[config.mk]
export PLATFORM = sky130hd
export DESIGN_NAME = ifetch_unit
export DESIGN_NICKNAME = d
export VERILOG_FILES = /design/src/rtl/ifetch_unit.sv
export SDC_FILE = /design/constraint.sdc
export NUM_CORES = 1
export LEC_CHECK = 0
export ABC_AREA = 1
export BUFFER_PORTS_ARGS = -buffer_cell sky130_fd_sc_hd__buf_4
export CELL_PAD_IN_SITES_DETAIL_PLACEMENT = 0
export CELL_PAD_IN_SITES_GLOBAL_PLACEMENT = 1
export CORE_ASPECT_RATIO = 1.75
export CORE_MARGIN = 1.5
export CORE_UTILIZATION = 38
export CTS_CLUSTER_DIAMETER = 30
export CTS_CLUSTER_SIZE = 12
export DETAILED_ROUTE_END_ITERATION = 12
export HOLD_SLACK_MARGIN = 0.05
export MAX_ROUTING_LAYER = met4
export PLACE_DENSITY = 0.76
export RECOVER_POWER = 50
export SKIP_CTS_REPAIR_TIMING = 1
export SYNTH_ARGS = -nofsm -noshare
export SYNTH_HDL_FRONTEND = slang
export SYNTH_SLANG_ARGS = --single-unit
[constraint.sdc]
create_clock -name clk -period 4.5 [get_ports clk]
set_input_delay 1.35 -clock clk [delete_from_list [all_inputs] [get_ports clk]]
set_output_delay 1.35 -clock clk [all_outputs]
set_load 0.1 [all_outputs]
[src/rtl/ifetch_unit.sv]
// RV32I instruction fetch: credit-limited word requests to imem, in-order
// response buffering in a FWFT FIFO, and redirect flush with stale-response drop.
module ifetch_unit #(
  parameter logic [31:0] RESET_ADDR = 32'h0000_0000,
  parameter int unsigned DEPTH      = 2
) (
  input  logic        clk,
  input  logic        rst,
  output logic        imem_req_valid,
  input  logic        imem_req_ready,
  output logic [31:0] imem_req_addr,
  input  logic        imem_rsp_valid,
  input  logic [31:0] imem_rsp_data,
  output logic        inst_valid,
  input  logic        inst_ready,
  output logic [31:0] inst,
  output logic [31:0] inst_pc,
  input  logic        redirect_valid,
  input  logic [31:0] redirect_pc
);

  localparam int unsigned CW = $clog2(DEPTH + 1);
  localparam int unsigned PW = (DEPTH > 1) ? $clog2(DEPTH) : 1;
  localparam int unsigned SW = CW + 2;
  localparam logic [31:0] NOP = 32'h0000_0013;

  logic [31:0]   r_fpc;
  logic [31:0]   r_rpc;
  logic [CW-1:0] r_out;
  logic [CW-1:0] r_drop;
  logic [CW-1:0] r_count;
  logic [PW-1:0] r_wptr;
  logic [PW-1:0] r_rptr;
  logic [31:0]   r_mem_pc   [DEPTH];
  logic [31:0]   r_mem_inst [DEPTH];

  logic [SW-1:0] w_used;
  logic          w_credit;
  logic          w_fire;
  logic          w_rsp_drop;
  logic          w_rsp_acc;
  logic          w_push;
  logic          w_pop;
  logic          w_inst_valid;
  logic [31:0]   w_redir_pc;
  logic [1:0]    w_unused_lsbs;

  function automatic logic [PW-1:0] ptr_inc(input logic [PW-1:0] p);
    if (p == PW'(DEPTH - 1)) return '0;
    return p + 1'b1;
  endfunction

  assign w_redir_pc    = {redirect_pc[31:2], 2'b00};
  assign w_unused_lsbs = redirect_pc[1:0];

  // Dropped responses still hold a credit until they return.
  assign w_used   = SW'(r_out) + SW'(r_drop) + SW'(r_count);
  assign w_credit = w_used < SW'(DEPTH);

  assign imem_req_valid = !rst && !redirect_valid && w_credit;
  assign imem_req_addr  = r_fpc;
  assign w_fire         = imem_req_valid && imem_req_ready;

  assign w_rsp_drop   = imem_rsp_valid && (r_drop != '0);
  assign w_rsp_acc    = imem_rsp_valid && (r_drop == '0) && (r_out != '0);
  assign w_inst_valid = (r_count != '0);
  assign w_push       = w_rsp_acc && !redirect_valid;
  assign w_pop        = w_inst_valid && inst_ready && !redirect_valid;

  assign inst_valid = w_inst_valid;
  assign inst       = w_inst_valid ? r_mem_inst[r_rptr] : NOP;
  assign inst_pc    = w_inst_valid ? r_mem_pc[r_rptr]   : r_rpc;

  always_ff @(posedge clk or posedge rst) begin
    if (rst) begin
      r_fpc   <= RESET_ADDR;
      r_rpc   <= RESET_ADDR;
      r_out   <= '0;
      r_drop  <= '0;
      r_count <= '0;
      r_wptr  <= '0;
      r_rptr  <= '0;
    end else if (redirect_valid) begin
      // A response returning this cycle settles one outstanding slot either way.
      r_fpc   <= w_redir_pc;
      r_rpc   <= w_redir_pc;
      r_out   <= '0;
      r_drop  <= r_drop + r_out - CW'(w_rsp_drop || w_rsp_acc);
      r_count <= '0;
      r_wptr  <= '0;
      r_rptr  <= '0;
    end else begin
      if (w_fire) r_fpc <= r_fpc + 32'd4;
      if (w_push) begin
        r_rpc  <= r_rpc + 32'd4;
        r_wptr <= ptr_inc(r_wptr);
      end
      if (w_pop) r_rptr <= ptr_inc(r_rptr);
      if (w_rsp_drop) r_drop <= r_drop - 1'b1;
      r_out   <= r_out + CW'(w_fire) - CW'(w_rsp_acc);
      r_count <= r_count + CW'(w_push) - CW'(w_pop);
    end
  end

  always_ff @(posedge clk) begin
    if (w_push) begin
      r_mem_pc[r_wptr]   <= r_rpc;
      r_mem_inst[r_wptr] <= imem_rsp_data;
    end
  end

endmodule

==> results.py <==
metrics = {
    "run_status": {
        "run_status": "finished, violations left",
        "violations": "capacitance limit, slew limit",
    },
    "setup_path": {
        "arrival_ns": 3.93,
        "critPathLaunchType": "input port",
        "crit_fanout": 62,
        "critical_path_required_ns": 4.54,
        "worstSetupEndpointType": "flip-flop",
        "path_class": "in2reg",
    },
    "layout": {
        "layout.nets": 1370,
        "layout.cells.non_filler": 1615,
        "fillers": 2522,
        "seq_area_mm2": 0.00543,
        "layout_common_cells": "nand2_1, buf_4, edfxtp_1, inv_1, nor2_1",
        "diodes": 0,
        "final_layout_size_suffix_gt1_share_pct": 18.4,
        "mostFrequentLayoutCell": "nand2_1",
        "multiInputGateArea_mm2": 0.00375,
        "syn_to_final_growth_pct": 21.5,
    },
    "clock_tree": {
        "clock_sinks": 192,
        "cts_tree": "done",
        "clockBufferDepth": 2,
        "cts_root_buf": "clkbuf_16",
        "insertion_delay_ns": 0.45,
        "cts_buffers": 17,
        "htreeDepth": 4,
        "clkTransAtPathRegs_ns": 0.07,
    },
    "pwr": {
        "p_int_mw": 3.18,
        "clockPowerShare_pct": 28.3,
        "switchingPower_mw": 2.09,
        "peakVddDrop_uv": 267,
        "seq_power_share_pct": 40.8,
        "netSwitchingFraction_pct": 39.6,
        "power.density_mw_per_mm2": 443,
        "share_comb_of_total_power_pct": 30.9,
        "p_leak_nw": 5.18,
    },
    "synth": {
        "synth_flop_cell": "edfxtp_1",
        "synth_area_mm2": 0.00977,
        "ys_warn_count": 0,
        "syn_inst": 1127,
        "ys_async_sr_fraction_pct": 35.4,
        "avgSynthCellArea_um2": 8.67,
        "synth_seq_cells": 192,
        "synth_cell_types": 37,
        "ys_seq_area_share_pct": 55.5,
        "synth-edff-count": 124,
    },
    "timing": {
        "slew_headroom_pct": -24.6,
        "finalHoldViolations": 0,
        "tightest_slew_ns": 1.87,
        "rsz0062_at_grt": "no",
        "setup_viol": 0,
        "fmaxAchievable_ghz": 0.257,
        "fin_crit_sh_pct": 86.6,
        "finalMaxSlewViolations": 132,
        "hold_ws_ns": 0.520,
        "skew_ns": 0.0107,
        "final.setup.tns_ns": 0,
        "period_minus_slack_ns": 3.90,
    },
    "flow_run": {
        "maxCapViolations": 2,
    },
    "grt": {
        "grt_pass1_vias": 7955,
        "antenna_found_initial": 0,
        "grt_max_degree": 69,
        "grt_usage_pct": 21.5,
        "grt-ovfl-total": 0,
        "grt_pass1_wl_um": 43200,
    },
    "placed_design": {
        "gp_congestion": 0.919,
        "placed_cells": 1584,
        "numPortBuffers": 161,
        "place_hpwl_um": 19800,
    },
    "routing": {
        "num_vias": 7974,
        "ant_nets": 0,
        "wl_um": 27100,
        "drt-pass1-iter-count": 7,
        "drcViolationCount": 0,
        "dr.first_iter.drc_count": 404,
        "vias_per_cell": 4.94,
        "post_drt_wl_per_cell_um": 16.8,
    },
    "floorplanning": {
        "design.core.area_mm2": 0.0252,
        "die_h_um": 215,
        "die_w_um": 124,
        "start_util_pct": 38.7,
        "die_area_mm2": 0.0267,
        "pin_count": 168,
        "rows": 77,
    },
    "hold_path": {
        "hold_class": "reg2reg",
    },
}
power by group through the flow:
stage | logic (mW) | clock network, mW | registers [mW]
final | 1.63 | 1.49 | 2.15
after global routing | 1.74 | 1.59 | 2.17
after CTS | 1.65 | 1.52 | 2.15
after detailed placement | 1.65 | 0 | 2.18
after global placement | 1.63 | 0 | 2.18
after floorplan | 0.964 | 0 | 2.45
metal layers:
layer | track usage [%] | up-vias | share of wire (%)
met4 | 10.6 | 0 | 4.3
met5 | - | - | 0
li1 | - | 4002 | -
met3 | 3.66 | 49 | 3.7
met1 | 23.1 | 3723 | 39
met2 | 38.1 | 200 | 53
cells in the mapped netlist, types with 17 or more instances:
| cell | count | area, um^2 |
|---|---|---|
| a21oi_1 | 74 | 370 |
| a22oi_1 | 18 | 135 |
| clkbuf_1 | 17 | 63.8 |
| dfrtp_1 | 68 | 1700 |
| edfxtp_1 | 124 | 3720 |
| inv_1 | 112 | 420 |
| nand2_1 | 367 | 1380 |
| nand3_1 | 66 | 330 |
| nor2_1 | 98 | 368 |
| o21ai_0 | 23 | 115 |
| o21ai_1 | 21 | 105 |
| xor2_1 | 18 | 158 |
path summary, 6_finish.rpt:
path | from | end | slack (ns) | cells after the start
worst max-delay path | redirect_valid | r_mem_pc[1][25]$_DFFE_PP_ | 0.60 | 6
worst min-delay path | r_rpc[31]$_DFFE_PP0N_ | r_mem_pc[0][31]$_DFFE_PP_ | 0.52 | 0
worst max register to register | r_drop[1]$_DFFE_PP0P_ | r_mem_pc[1][25]$_DFFE_PP_ | 1.34 | 7
worst min register to register | r_rpc[31]$_DFFE_PP0N_ | r_mem_pc[0][31]$_DFFE_PP_ | 0.52 | 0
max in group asynchronous | rst | r_rptr$_DFFE_PP0P_ | 1.70 | 3
min in group asynchronous | rst | r_out[1]$_DFF_PP0_ | 1.60 | 3
cells by family (layout without fill, tap and decap cells):
family,after synthesis,after routing,share of synthesized area [%]
simple gates,575,575,24.7
xor+xnor,24,24,2.15
compound gates,159,159,9.19
fa+ha+maj,13,13,1.74
other cells,1,4,0.0384
buf+inv,163,332,6.71
flops,192,192,55.5
area by class of cell:
class                           count  area share [%]
Sequential cell                   192            45.7
Inverter                          123            3.90
Clock buffer                       17            3.58
Tap cell                          316            3.33
Clock inverter                     14            1.18
Timing Repair Buffer              178            10.8
Multi-Input combinational cell    775            31.6
registers in the layout, summed over array words and instances, names as in the netlist:
| register | cells |
|---|---|
| r_out | 2 |
| r_wptr | 1 |
| r_rptr | 1 |
| r_rpc | 30 |
| r_mem_inst | 64 |
| r_drop | 2 |
| imem_req_addr | 30 |
| r_mem_pc | 60 |
| r_count | 2 |
critical path, stage by stage:
cell	delay (ns)
clkbuf_4	0.12
inv_1	0.06
clkbuf_1	0.49
nand2_1	0.45
nor2_4	0.16
clkbuf_2	1.23
metrics by stage:
stage / util [%] / instance area (um^2) / power [mW] / worst slack (ns)
after floorplan: - / 9830 / 3.42 / 0.0504
after global placement: 45.2 / 11400 / 3.81 / 1.00
after detailed placement: 45.2 / 11400 / 3.83 / 0.984
after CTS: 47.4 / 12000 / 5.32 / 0.735
after global routing: 47.1 / 11900 / 5.49 / 0.418
final: 47.1 / 11900 / 5.26 / 0.605
Note: power is estimated with default switching activity, not from simulation.
